[src/rtl/wb_mux_n_pkg.sv]
// Shared types and project address map for the Wishbone 1:N interconnect.
// Pure declarations: no timing, no flow control.
package wb_mux_pkg;

  typedef enum logic [1:0] {
    ST_IDLE   = 2'd0,
    ST_ACTIVE = 2'd1,
    ST_RESP   = 2'd2
  } state_t;

  typedef enum logic [1:0] {
    RESP_ACK = 2'd0,
    RESP_ERR = 2'd1,
    RESP_RTY = 2'd2
  } resp_t;

  localparam logic [31:0] GPIO0_BASE  = 32'h3080_0000;
  localparam logic [31:0] PWM0_BASE   = 32'h3081_0000;
  localparam logic [31:0] UART0_BASE  = 32'h3082_0000;
  localparam logic [31:0] RING0_BASE  = 32'h3083_0000;
  localparam logic [31:0] RING1_BASE  = 32'h3084_0000;
  localparam logic [31:0] PERIPH_MASK = 32'hffff_0000;

  localparam int TMO_W = 16;

  // Several slave response lines may fire together; collapse to a single code.
  function automatic resp_t resp_prio(input logic ack, input logic err, input logic rty);
    resp_t r;
    if (err)      r = RESP_ERR;
    else if (rty) r = RESP_RTY;
    else          r = RESP_ACK;
    if (!ack && !err && !rty) r = RESP_ACK;
    return r;
  endfunction

endpackage

[src/rtl/wb_mux_n_addr_decode.sv]
// Combinational base/mask address decoder, lowest index wins on overlap.
// Zero latency; no flow control.
module wb_addr_decode
  import wb_mux_pkg::*;
#(
  parameter int                        NUM_SLAVES = 4,
  parameter logic [NUM_SLAVES*32-1:0]  SLAVE_ADDR = '0,
  parameter logic [NUM_SLAVES*32-1:0]  SLAVE_MASK = '0
) (
  input  logic [31:0]           i_adr,
  output logic [NUM_SLAVES-1:0] o_sel,
  output logic                  o_hit
);

  always_comb begin
    o_sel = '0;
    o_hit = 1'b0;
    for (int i = 0; i < NUM_SLAVES; i++) begin
      if (!o_hit && ((i_adr & SLAVE_MASK[32*i +: 32]) == SLAVE_ADDR[32*i +: 32])) begin
        o_sel[i] = 1'b1;
        o_hit    = 1'b1;
      end
    end
  end

endmodule

[src/rtl/wb_mux_n.sv]
// Wishbone classic 1:N interconnect; master response 1 cycle after slave response, 3-cycle minimum.
// Slave stalls hold ACTIVE (bounded by a watchdog when WB_MUX_TIMEOUT_EN is defined); cyc drop aborts.
module wb_mux_n
  import wb_mux_pkg::*;
#(
  parameter int                        NUM_SLAVES     = 4,
  parameter logic [NUM_SLAVES*32-1:0]  SLAVE_ADDR     = {RING1_BASE, RING0_BASE, UART0_BASE, GPIO0_BASE},
  parameter logic [NUM_SLAVES*32-1:0]  SLAVE_MASK     = {NUM_SLAVES{PERIPH_MASK}},
  parameter int                        TIMEOUT_CYCLES = 255
) (
  input  logic                     wb_clk_i,
  input  logic                     wb_rst_ni,
  input  logic [31:0]              wbm_adr_i,
  input  logic [31:0]              wbm_dat_i,
  input  logic                     wbm_we_i,
  input  logic [3:0]               wbm_sel_i,
  input  logic                     wbm_stb_i,
  input  logic                     wbm_cyc_i,
  output logic [31:0]              wbm_dat_o,
  output logic                     wbm_ack_o,
  output logic                     wbm_err_o,
  output logic                     wbm_rty_o,
  output logic [31:0]              wbs_adr_o,
  output logic [31:0]              wbs_dat_o,
  output logic                     wbs_we_o,
  output logic [3:0]               wbs_sel_o,
  output logic [NUM_SLAVES-1:0]    wbs_cyc_o,
  output logic [NUM_SLAVES-1:0]    wbs_stb_o,
  input  logic [NUM_SLAVES*32-1:0] wbs_dat_i,
  input  logic [NUM_SLAVES-1:0]    wbs_ack_i,
  input  logic [NUM_SLAVES-1:0]    wbs_err_i,
  input  logic [NUM_SLAVES-1:0]    wbs_rty_i,
  output logic                     busy_o
);

  state_t                r_state;
  state_t                w_nxt_state;
  logic [NUM_SLAVES-1:0] r_sel;
  logic [NUM_SLAVES-1:0] w_dec_sel;
  logic                  w_dec_hit;
  logic [31:0]           r_dat;
  logic [31:0]           w_nxt_dat;
  logic                  w_dat_ld;
  resp_t                 w_nxt_resp;
  logic                  r_ack;
  logic                  r_err;
  logic                  r_rty;
  logic                  w_req;
  logic                  w_s_ack;
  logic                  w_s_err;
  logic                  w_s_rty;
  logic                  w_s_any;
  logic [31:0]           w_s_dat;
  logic                  w_tmo;

  wb_addr_decode #(
    .NUM_SLAVES (NUM_SLAVES),
    .SLAVE_ADDR (SLAVE_ADDR),
    .SLAVE_MASK (SLAVE_MASK)
  ) u_dec (
    .i_adr (wbm_adr_i),
    .o_sel (w_dec_sel),
    .o_hit (w_dec_hit)
  );

  assign w_req   = wbm_cyc_i & wbm_stb_i;
  assign w_s_ack = |(wbs_ack_i & r_sel);
  assign w_s_err = |(wbs_err_i & r_sel);
  assign w_s_rty = |(wbs_rty_i & r_sel);
  assign w_s_any = w_s_ack | w_s_err | w_s_rty;

  always_comb begin
    w_s_dat = '0;
    for (int i = 0; i < NUM_SLAVES; i++) begin
      w_s_dat = w_s_dat | (wbs_dat_i[32*i +: 32] & {32{r_sel[i]}});
    end
  end

`ifdef WB_MUX_TIMEOUT_EN
  logic [TMO_W-1:0] r_tmo_cnt;

  // Zero on every cycle outside ACTIVE, so the first ACTIVE cycle always sees 0.
  always_ff @(posedge wb_clk_i or negedge wb_rst_ni) begin
    if (!wb_rst_ni) begin
      r_tmo_cnt <= '0;
    end else if (r_state != ST_ACTIVE) begin
      r_tmo_cnt <= '0;
    end else if (!w_s_any) begin
      r_tmo_cnt <= r_tmo_cnt + 1'b1;
    end
  end

  assign w_tmo = (r_state == ST_ACTIVE) && (r_tmo_cnt == TMO_W'(TIMEOUT_CYCLES - 1));
`else
  logic w_unused_tmo;
  assign w_unused_tmo = (TIMEOUT_CYCLES > 0);
  assign w_tmo        = 1'b0;
`endif

  always_comb begin
    w_nxt_state = r_state;
    w_nxt_resp  = RESP_ACK;
    w_dat_ld    = 1'b0;
    w_nxt_dat   = '0;
    wbs_cyc_o   = '0;
    wbs_stb_o   = '0;
    case (r_state)
      ST_IDLE: begin
        if (w_req) begin
          if (w_dec_hit) begin
            w_nxt_state = ST_ACTIVE;
          end else begin
            w_nxt_state = ST_RESP;
            w_nxt_resp  = RESP_ERR;
            w_dat_ld    = 1'b1;
          end
        end
      end
      ST_ACTIVE: begin
        wbs_cyc_o = r_sel & {NUM_SLAVES{wbm_cyc_i}};
        wbs_stb_o = r_sel & {NUM_SLAVES{wbm_cyc_i & wbm_stb_i}};
        if (!wbm_cyc_i) begin
          w_nxt_state = ST_IDLE;
        end else if (w_s_any) begin
          w_nxt_state = ST_RESP;
          w_nxt_resp  = resp_prio(w_s_ack, w_s_err, w_s_rty);
          w_dat_ld    = 1'b1;
          w_nxt_dat   = w_s_dat;
        end else if (w_tmo) begin
          w_nxt_state = ST_RESP;
          w_nxt_resp  = RESP_ERR;
          w_dat_ld    = 1'b1;
        end
      end
      ST_RESP: begin
        w_nxt_state = ST_IDLE;
      end
      default: begin
        w_nxt_state = ST_IDLE;
      end
    endcase
  end

  always_ff @(posedge wb_clk_i or negedge wb_rst_ni) begin
    if (!wb_rst_ni) begin
      r_state <= ST_IDLE;
      r_sel   <= '0;
      r_dat   <= '0;
      r_ack   <= 1'b0;
      r_err   <= 1'b0;
      r_rty   <= 1'b0;
    end else begin
      r_state <= w_nxt_state;
      if (r_state == ST_IDLE && w_nxt_state == ST_ACTIVE) begin
        r_sel <= w_dec_sel;
      end else if (w_nxt_state == ST_IDLE) begin
        r_sel <= '0;
      end
      if (w_dat_ld) begin
        r_dat <= w_nxt_dat;
      end
      r_ack <= (w_nxt_state == ST_RESP) && (w_nxt_resp == RESP_ACK);
      r_err <= (w_nxt_state == ST_RESP) && (w_nxt_resp == RESP_ERR);
      r_rty <= (w_nxt_state == ST_RESP) && (w_nxt_resp == RESP_RTY);
    end
  end

  assign wbm_dat_o = r_dat;
  assign wbm_ack_o = r_ack;
  assign wbm_err_o = r_err;
  assign wbm_rty_o = r_rty;
  assign wbs_adr_o = wbm_adr_i;
  assign wbs_dat_o = wbm_dat_i;
  assign wbs_we_o  = wbm_we_i;
  assign wbs_sel_o = wbm_sel_i;
  assign busy_o    = (r_state != ST_IDLE);

endmodule
[config.mk]
export PLATFORM = sky130hd
export DESIGN_NAME = wb_mux_n
export DESIGN_NICKNAME = d
export VERILOG_FILES = /design/src/rtl/wb_mux_n_pkg.sv /design/src/rtl/wb_mux_n_addr_decode.sv /design/src/rtl/wb_mux_n.sv
export SDC_FILE = /design/constraint.sdc
export NUM_CORES = 1
export LEC_CHECK = 0
export BUFFER_PORTS_ARGS = -buffer_cell sky130_fd_sc_hd__buf_2
export CAP_MARGIN = 20
export CORE_AREA = 5 5 124 126
export CTS_CLUSTER_SIZE = 24
export DETAILED_ROUTE_END_ITERATION = 10
export DIE_AREA = 0 0 129 131
export GPL_TIMING_DRIVEN = 0
export PLACE_DENSITY = 0.56
export RECOVER_POWER = 100
export SYNTH_ARGS = -nofsm -noshare
export SYNTH_HDL_FRONTEND = slang
export SYNTH_HIERARCHICAL = 1
export SYNTH_SLANG_ARGS = --single-unit
[constraint.sdc]
create_clock -name wb_clk_i -period 3.35 [get_ports wb_clk_i]
set_input_delay 0.1675 -clock wb_clk_i [delete_from_list [all_inputs] [get_ports wb_clk_i]]
set_output_delay 0.1675 -clock wb_clk_i [all_outputs]
set_load 0.02 [all_outputs]
Yosys cells after proc, flatten, opt, wreduce, memory -nomap -nowiden
Index checks and enable logic that the tools add are counted.
{"block": "word_totals", "register_bits": 41, "inputBits": 213, "output_inout_bits": 113, "elab_cells": 85}
{"block": "classes", "eq_ne": 9, "muxes": 32, "n_bitwise": 15, "reduce_logical": 23}
{"op": "$and A32 B32 Y32", "n": 4}
{"op": "$mux W32", "n": 3}
{"op": "$or A32 B32 Y32", "n": 3}
{"op": "$eq A16 B14 Y1 const B", "n": 4}
{"op": "$and A4 B4 Y4", "n": 5}
{"op": "$mux W2", "n": 9}
{"op": "$mux W4", "n": 4}
{"op": "$mux W1", "n": 13}
{"op": "$reduce_or A4 Y1", "n": 3}
{"op": "$logic_and A1 B1 Y1", "n": 9}
{"op": "$pmux W2 S2", "n": 2}
{"op": "$eq A2 B1 Y1 const B", "n": 3}
{"op": "$logic_not A1 Y1", "n": 6}
{"op": "$logic_not A2 Y1", "n": 3}
{"op": "$eq A2 B2 Y1 const B", "n": 2}
{"op": "$reduce_bool A2 Y1", "n": 2}
{"op": "$or A1 B1 Y1", "n": 2}
{"op": "$pmux W1 S2", "n": 1}
{"op": "$and A1 B1 Y1", "n": 1}

Logic depth before layout (Yosys ltp)
Gate-level depths: netlist of run 1.
{"block": "depth", "depth_word": 17, "ltp_mapped": 7, "mapped_depth_nobuf": 6}

Modules after synthesis
Netlist of run 1, hierarchy kept.
{"module": "wb_mux_n", "n_inst": 1, "cells_per_inst": 307, "area_per_inst_um2": 2962.8, "seq_area_each_um2": 1026.0}
{"module": "wb_addr_decode", "n_inst": 1, "cells_per_inst": 13, "area_per_inst_um2": 105.1, "seq_area_each_um2": 0.0}

Least setup slack after synthesis of run 1
OpenSTA, ideal clock, no wires.
{"block": "synth_path", "kind": "flip-flop to flip-flop", "startpoint": "register r_sel[0]", "endpoint": "register r_dat[10] (netlist: wbm_dat_o[10])", "setup_ns": 0.122, "arrival_ns": 1.571, "required_ns": 3.228, "setup_slack_ns": 1.657, "path_stages_with_launch": 8, "path_cell_list": "dfrtp_1 buf_6 a22oi_2 nand2_2 or3_1 buf_6 buf_6 a32o_1"}
{"block": "synth_between", "elab_chain_cells": 7, "word_cells_on_any_way": 18, "classes_between": "6 x mux; 9 x bitwise; 3 x reduce/logical"}
{"element": "from (decl)", "line_no": "wb_mux_n.sv:38", "rtl": "logic [NUM_SLAVES-1:0] r_sel;"}
{"element": "from (signal assigned)", "line_no": "wb_mux_n.sv:155", "rtl": "r_sel <= w_dec_sel;"}
{"element": "$and A4 B4 Y4, or another cell as far along", "line_no": "wb_mux_n.sv:67", "rtl": "assign w_s_ack = |(wbs_ack_i & r_sel);"}
{"element": "$reduce_or A4 Y1, or another cell as far along", "line_no": "wb_mux_n.sv:67"}
{"element": "$or A1 B1 Y1 / $or A32 B32 Y32 (equally long branches) (2 in a row)", "line_no": "wb_mux_n.sv:70, wb_mux_n.sv:75"}
{"element": "$mux W1 / $mux W32 (equally long branches)", "line_no": "wb_mux_n.sv:124", "rtl": "end else if (w_s_any) begin"}
{"element": "$mux W1 / $mux W32 (equally long branches)", "line_no": "wb_mux_n.sv:122", "rtl": "if (!wbm_cyc_i) begin"}
{"element": "$pmux W1 S2 / $mux W32 (equally long branches)", "line_no": "wb_mux_n.sv:107", "rtl": "case (r_state)"}
{"element": "to (signal assigned)", "line_no": "wb_mux_n.sv:160", "rtl": "r_dat <= w_nxt_dat;"}
{"element": "to (decl)", "line_no": "wb_mux_n.sv:41", "rtl": "logic [31:0] r_dat;"}
Several ways; a longest one is shown, not always the timed one.
A chain may end at the register's enable or synchronous reset.

Worst setup path in the final report of run 1
{"block": "layout_path", "startpoint": "register r_sel[0]", "endpoint": "register r_dat[6] (netlist: wbm_dat_o[6])"}
The elaborated chain is that of the path after synthesis.

==> reports/results.ini, run 1 <==
[drt]
detail_route.wl_per_cell_um=17.63
dr.pass1.iters=4
via_per_inst=4.646
antenna_left=0
wirelength_um=13860
drc=0
vias=3652
drt_iter0_markers=126

[cts]
clk_latency_ps=280
cts_tree=yes
post-cts-setup-buffer-count=0
ctsRootBufferMaster=clkbuf_16
cts_buffers=5
clk_pin_slew_worst_paths_ps=70
cts_buffer_depth=2
clkSinkCount=41
htreeDepth=2

[cells_and_area]
nFillCells=1574
design_area_sq_um=4661
instances_no_fill=786
layout.nets=814
final_core_util_pct=32.81
syn_to_final_growth_pct=51.92
multi_input_area_sq_um=1329
seq_area_sq_um=1026
drive_above_1_share_pct=41.36
n_antenna_cell=0

[critical_path]
required_ps=3570
r2r-end=wbm_dat_o[6]
end_kind=flop
cpMostUsedCell=clkbuf_1
worstPathCellList=clkbuf_1 -> a22oi_1 -> nand2_1 -> or3_1 -> clkbuf_1 -> clkbuf_1 -> a32o_1
reg2reg_depth=7
worst_setup_path_start_kind=flop
r2r_slack_ps=960
r2r-start=r_sel[0]
cp_slowest_cell=clkbuf_1
slowest_delay_ps=480
worstSetupPathType=flop to flop
cp_max_fo=10
cp.arrival_ps=2610

[sta]
timing.slew.headroom_pct=52.95
worst_pin_slew_ps=705.8
worst_clock_skew_ps=12.63
min_period_ps=2392
rsz0062_at_grt=no
setup_tns_ps=0
finalSetupViolCount=0
setup_ws_ps=957.6
maxSlewViolCount=0
min_period_over_period_pct=71.41
max_freq_ghz=0.4180
hold_viol=0

[placement]
place.gp.congestion=0.7526
dp.cells=776
placed_area_sq_um=4659
hpwl_um=11310
port_buffers=272
dpl_worst_slack_ps=957.0

[floorplanning]
dieWidth_um=129
die_y_um=131
fp.dieArea_sq_um=16900
row_count=44
start_util_pct=21.60
io_pins=326
core_area_sq_um=14200

[global_routing]
grt_use_total_pct=14.56
grt_pass1_wl_um=19240
grt_pass1_vias=3631
grt_remaining_overflow=0
antenna_found_initial=0
grt_max_degree=42

[synth]
ys_types=32
ys_ff_latch=41
synthesis.nets=533
syn_avg_cell_area_sq_um=9.587
synth-warning-count=6
syn_inst=320
syn-cell-area_sq_um=3068
synth-seq-area-share_pct=33.44

[status]
status=complete, no violations

[flow_run]
maxCapViolCount=0

[worst_hold_path]
hold_path.class=primary input to async pin

[pwr]
power_density_nw_per_um2=290.5
vdd_drop_max_mv=0.2030
power.leakage_nw=2.076

## state kept, by name (all words and copies together), names as in the netlist
name	flops
wbm_dat_o	32
r_sel	4
r_state	2
wbm_ack_o	1
wbm_err_o	1
wbm_rty_o	1
## placed cells by master (no fill, tap or decap), types with 2 or more instances in the layout
master,n
nor2_1,4
a22o_1,4
a32o_1,32
nor4b_1,2
buf_2,165
and2_1,2
clkbuf_1,137
buf_4,69
nand2_1,8
and3_1,4
dfrtp_1,41
a22oi_2,2
nand4_1,2
and2_0,2
a21oi_1,32
nor3b_1,3
nor3_1,2
clkbuf_16,5
a22oi_1,67
## power breakdown
group | switching (mW) | internal, mW
Sequential | 0.000707 | 0.496
Clock | 0.203 | 0.373
Combinational | 0.142 | 0.139
Total | 0.346 | 1.01
## critical path, delay by kind of cell, from the launching register on
family / cells / cell delay [ps]
buffers and inverters: 3 / 1230
DFF: 1 / 350
AOI/OAI and AO/OA: 2 / 390
and+or+nand+nor: 2 / 370
## worst max path at each step
stage / endpoint / cells past startpoint / from
CTS: wbm_dat_o[22] / 7 / wbm_adr_i[21]
global route: wbm_dat_o[24] / 7 / r_sel[0]
detailed placement: wbm_dat_o[21] / 7 / wbm_adr_i[21]
floorplan: wbm_dat_o[10] / 7 / r_sel[0]
finish: wbm_dat_o[6] / 7 / r_sel[0]
global placement: wbm_dat_o[25] / 7 / wbm_adr_i[25]
## layer usage
layer	global-route usage, %	part of all wire (%)	up-vias
met5	0	0	-
met4	2.347	0.67	0
met1	17.03	39	1722
met2	27.32	51	185
li1	-	-	1739
met3	3.577	9.1	6
## area by class of cell
type	instances	area share, %
plain buffers	100	13.85
clock buffers	7	3.060
clock inverters	1	0.6443
inverters	1	0.08054
multi-input cells	178	28.51
flip-flops and latches	41	22.01
well taps	184	4.940
repair buffers	274	26.90
## cell usage after synthesis (all sizes together)
master | n | share of area [%]
a211oi | 1 | 0.24
a21oi | 32 | 5.2
a22o | 4 | 1.1
a22oi | 70 | 18
a32o | 32 | 10
and2 | 4 | 0.82
and3 | 4 | 0.82
and4 | 1 | 0.29
and4bb | 1 | 0.41
buf | 81 | 20
clkbuf | 19 | 2.3
dfrtp | 41 | 33
inv | 1 | 0.12
nand2 | 9 | 1.2
nand4 | 2 | 0.41
nand4b | 1 | 0.29
nor2 | 4 | 0.49
nor2b | 1 | 0.20
nor3 | 2 | 0.33
nor3b | 3 | 0.73
nor4b | 3 | 1.3
o21bai | 1 | 0.24
o31ai | 1 | 0.69
or2 | 1 | 0.20
or3 | 1 | 0.20
## cell families (layout without fill, tap and decap cells)
group,Yosys count,in the layout,synth area share (%)
compound gates,141,141,36.05
flops,41,41,33.44
simple gates,37,37,7.627
buf+inv,101,383,22.88
## repair_timing
| action | 4_1_cts | 5_1_grt |
|---|---|---|
| hold buffers | 0 | 1 |
| gates resized for setup | 0 | 0 |
| hold endpoints to repair | 0 | 41 |
| setup endpoints to repair | 0 | 0 |
## metrics by stage
step	hold WS [ps]	total power [mW]
2_1_floorplan	-128.1	0.6407
3_3_place_gp	375.7	0.7958
3_5_place_dp	391.1	0.7989
4_1_cts	84.11	1.381
5_1_grt	288.3	1.410
6_report	270.1	1.354
Power figures use the tool's default switching activity.
==> inputs of run 2 (changes only) <==
--- a/config.mk
+++ b/config.mk
@@ -7,10 +7,10 @@
 export LEC_CHECK = 0
 export BUFFER_PORTS_ARGS = -buffer_cell sky130_fd_sc_hd__buf_2
 export CAP_MARGIN = 20
-export CORE_AREA = 5 5 124 126
+export CORE_AREA = 5 5 123 125
 export CTS_CLUSTER_SIZE = 24
 export DETAILED_ROUTE_END_ITERATION = 10
-export DIE_AREA = 0 0 129 131
+export DIE_AREA = 0 0 128 130
 export GPL_TIMING_DRIVEN = 0
 export PLACE_DENSITY = 0.56
 export RECOVER_POWER = 100
==> constraint.sdc (replaced) <==
create_clock -name wb_clk_i -period 2.5 [get_ports wb_clk_i]
set_input_delay 0.125 -clock wb_clk_i [delete_from_list [all_inputs] [get_ports wb_clk_i]]
set_output_delay 0.125 -clock wb_clk_i [all_outputs]
set_load 0.02 [all_outputs]
==> run 2 against run 1 <==
Against the previous run: the run now ends with hold timing left; die area down 1.5%; combinational power up 32%; register-to-register slack got worse by 560 ps; sequential share of layout area unchanged; critical endpoint unchanged; largest power group unchanged.
==> reports/results.ini, run 2 (synthesized netlist as in run 1, its figures left out) <==
[status]
status=finished with violations
violations=hold timing

[sta]
finalSetupViolCount=0  ; unchanged
max_freq_ghz=0.4761  ; +14%
maxSlewViolCount=0  ; unchanged
min_period_ps=2100  ; -291.9 ps
setup_tns_ps=0  ; unchanged
whs_ps=-4.317  ; -274.4 ps
rsz0062_at_grt=no
worst_pin_slew_ps=960.4  ; +254.6 ps
hold_viol=21  ; +21
worst_clock_skew_ps=8.951  ; -3.678 ps
setup_ws_ps=399.5  ; -558.1 ps
timing.slew.headroom_pct=35.97  ; -17 points
min_period_over_period_pct=84.02  ; +13 points

[floorplanning]
core_area_sq_um=13770  ; -3.0%
dieWidth_um=128  ; -0.78%
io_pins=326  ; unchanged
start_util_pct=22.27  ; +0.67 points
fp.dieArea_sq_um=16640  ; -1.5%
row_count=43  ; -2.3%
die_y_um=130  ; -0.76%

[critical_path]
slowest_delay_ps=580  ; +100 ps
cp.arrival_ps=2320  ; -290 ps
cp_slowest_cell=o31ai_2
worst_setup_path_start_kind=flop
cp_max_fo=10  ; unchanged
worstSetupPathType=flop to flop
path_buf_inv=2  ; -1
end_kind=flop
critical_path.top_delay_family=compound AO/OA/AOI/OAI gates
worstPathCellList=buf_6 -> a22oi_1 -> nand2_1 -> o31ai_2 -> buf_2 -> a32o_1
required_ps=2720  ; -850 ps

[flow_run]
maxCapViolCount=0  ; unchanged

[cells_and_area]
drive_above_1_share_pct=42.17  ; +0.80 points
n_antenna_cell=0  ; unchanged
final_core_util_pct=33.84  ; +1.0 points
layout.nets=812  ; -0.25%
design_area_sq_um=4661  ; unchanged
largest_reg_flops=32  ; unchanged
final_cell_mix=163 x buf_2, 132 x clkbuf_1, 69 x buf_4
instances_no_fill=780  ; -0.76%
syn_to_final_growth_pct=51.92  ; unchanged
mostFrequentLayoutCell=buf_2

[drt]
dr.pass1.iters=4  ; unchanged
antenna_left=0  ; unchanged
wirelength_um=13980  ; +0.88%
detail_route.wl_per_cell_um=17.93  ; +1.7%
drc=0  ; unchanged
vias=3721  ; +1.9%
via_per_inst=4.771  ; +2.7%
drt_iter0_markers=122  ; -3.2%

[placement]
port_buffers=272  ; unchanged
place.gp.congestion=0.8108  ; +7.7%
hpwl_um=11200  ; -0.99%
dpl_worst_slack_ps=261.6  ; -695.4 ps
dp.cells=772  ; -0.52%
placed_area_sq_um=4654  ; -0.11%

[cts]
cts_tree=yes
cts_buffers=5  ; unchanged
post-cts-setup-buffer-count=0  ; unchanged
cts-hold-fix-buffers=0  ; unchanged
clkSinkCount=41  ; unchanged
clk_latency_ps=290  ; about the same
clk_pin_slew_worst_paths_ps=60  ; about the same
post_cts_resized=0  ; unchanged
ctsRootBufferMaster=clkbuf_16
htreeDepth=2  ; unchanged
cts_buffer_depth=2  ; unchanged

[worst_hold_path]
hold_path.class=primary input to async pin

[global_routing]
grt_max_degree=42  ; unchanged
grt_pass1_wl_um=19680  ; +2.3%
antenna_found_initial=0  ; unchanged
grt_remaining_overflow=0  ; unchanged
grt_use_total_pct=15.21  ; +0.64 points
grt_pass1_vias=3700  ; +1.9%

[pwr]
power_density_nw_per_um2=387.2  ; +33%
vdd_drop_max_mv=0.2882  ; +42%
power.leakage_nw=2.089  ; +0.63%

run 2: cell count changes in the layout (fill, tap and decap cells not counted), sizes merged:
cell and change:
clkbuf -4, buf +3, dlygate4sd3 -1
run 2: final timing paths:
check                               from             to  slack, ps  depth (start not counted)
max                             r_sel[3]   wbm_dat_o[6]        400                          6
max reg2reg                     r_sel[3]   wbm_dat_o[6]        400                          6
min in group wb_clk_i      wbs_dat_i[42]  wbm_dat_o[10]        250                          4
min reg2reg                wbm_dat_o[24]  wbm_dat_o[24]        520                          1
max in group asynchronous      wb_rst_ni       r_sel[0]       1900                          1
min                            wb_rst_ni  wbm_dat_o[26]         -4                          1
run 2: layout make-up:
type / instances / area [sq um]
Buffer: 100 / 690.7
Inverter: 1 / 3.754
Fill cell: 1546 / 9112
Clock inverter: 1 / 30.03
Tap cell: 180 / 225.2
Timing Repair Buffer: 272 / 1222
Sequential cell: 41 / 1026
Multi-Input combinational cell: 178 / 1320
Clock buffer: 7 / 142.6
run 2: routing by layer:
layer	up-vias	track usage, %	routed length, um
met4	0	5.056	336
met2	223	26.99	6802
met1	1744	17.64	5492
li1	1735	-	-
met5	-	0	0
met3	19	4.339	1350
run 2: report_power, final:
group / total (mW) / internal [mW] / switching [mW]
Clock: 0.769 / 0.499 / 0.270
Sequential: 0.666 / 0.665 / 0.000738
Combinational: 0.370 / 0.182 / 0.187
run 2: per-stage QoR:
stage | power (mW) | hold slack [ps]
after floorplan | 0.8585 | -170.6
after CTS | 1.842 | 30.49
after detailed placement | 1.068 | 336.0
final | 1.805 | -4.317
after global placement | 1.063 | 318.9
after global routing | 1.875 | 70.55
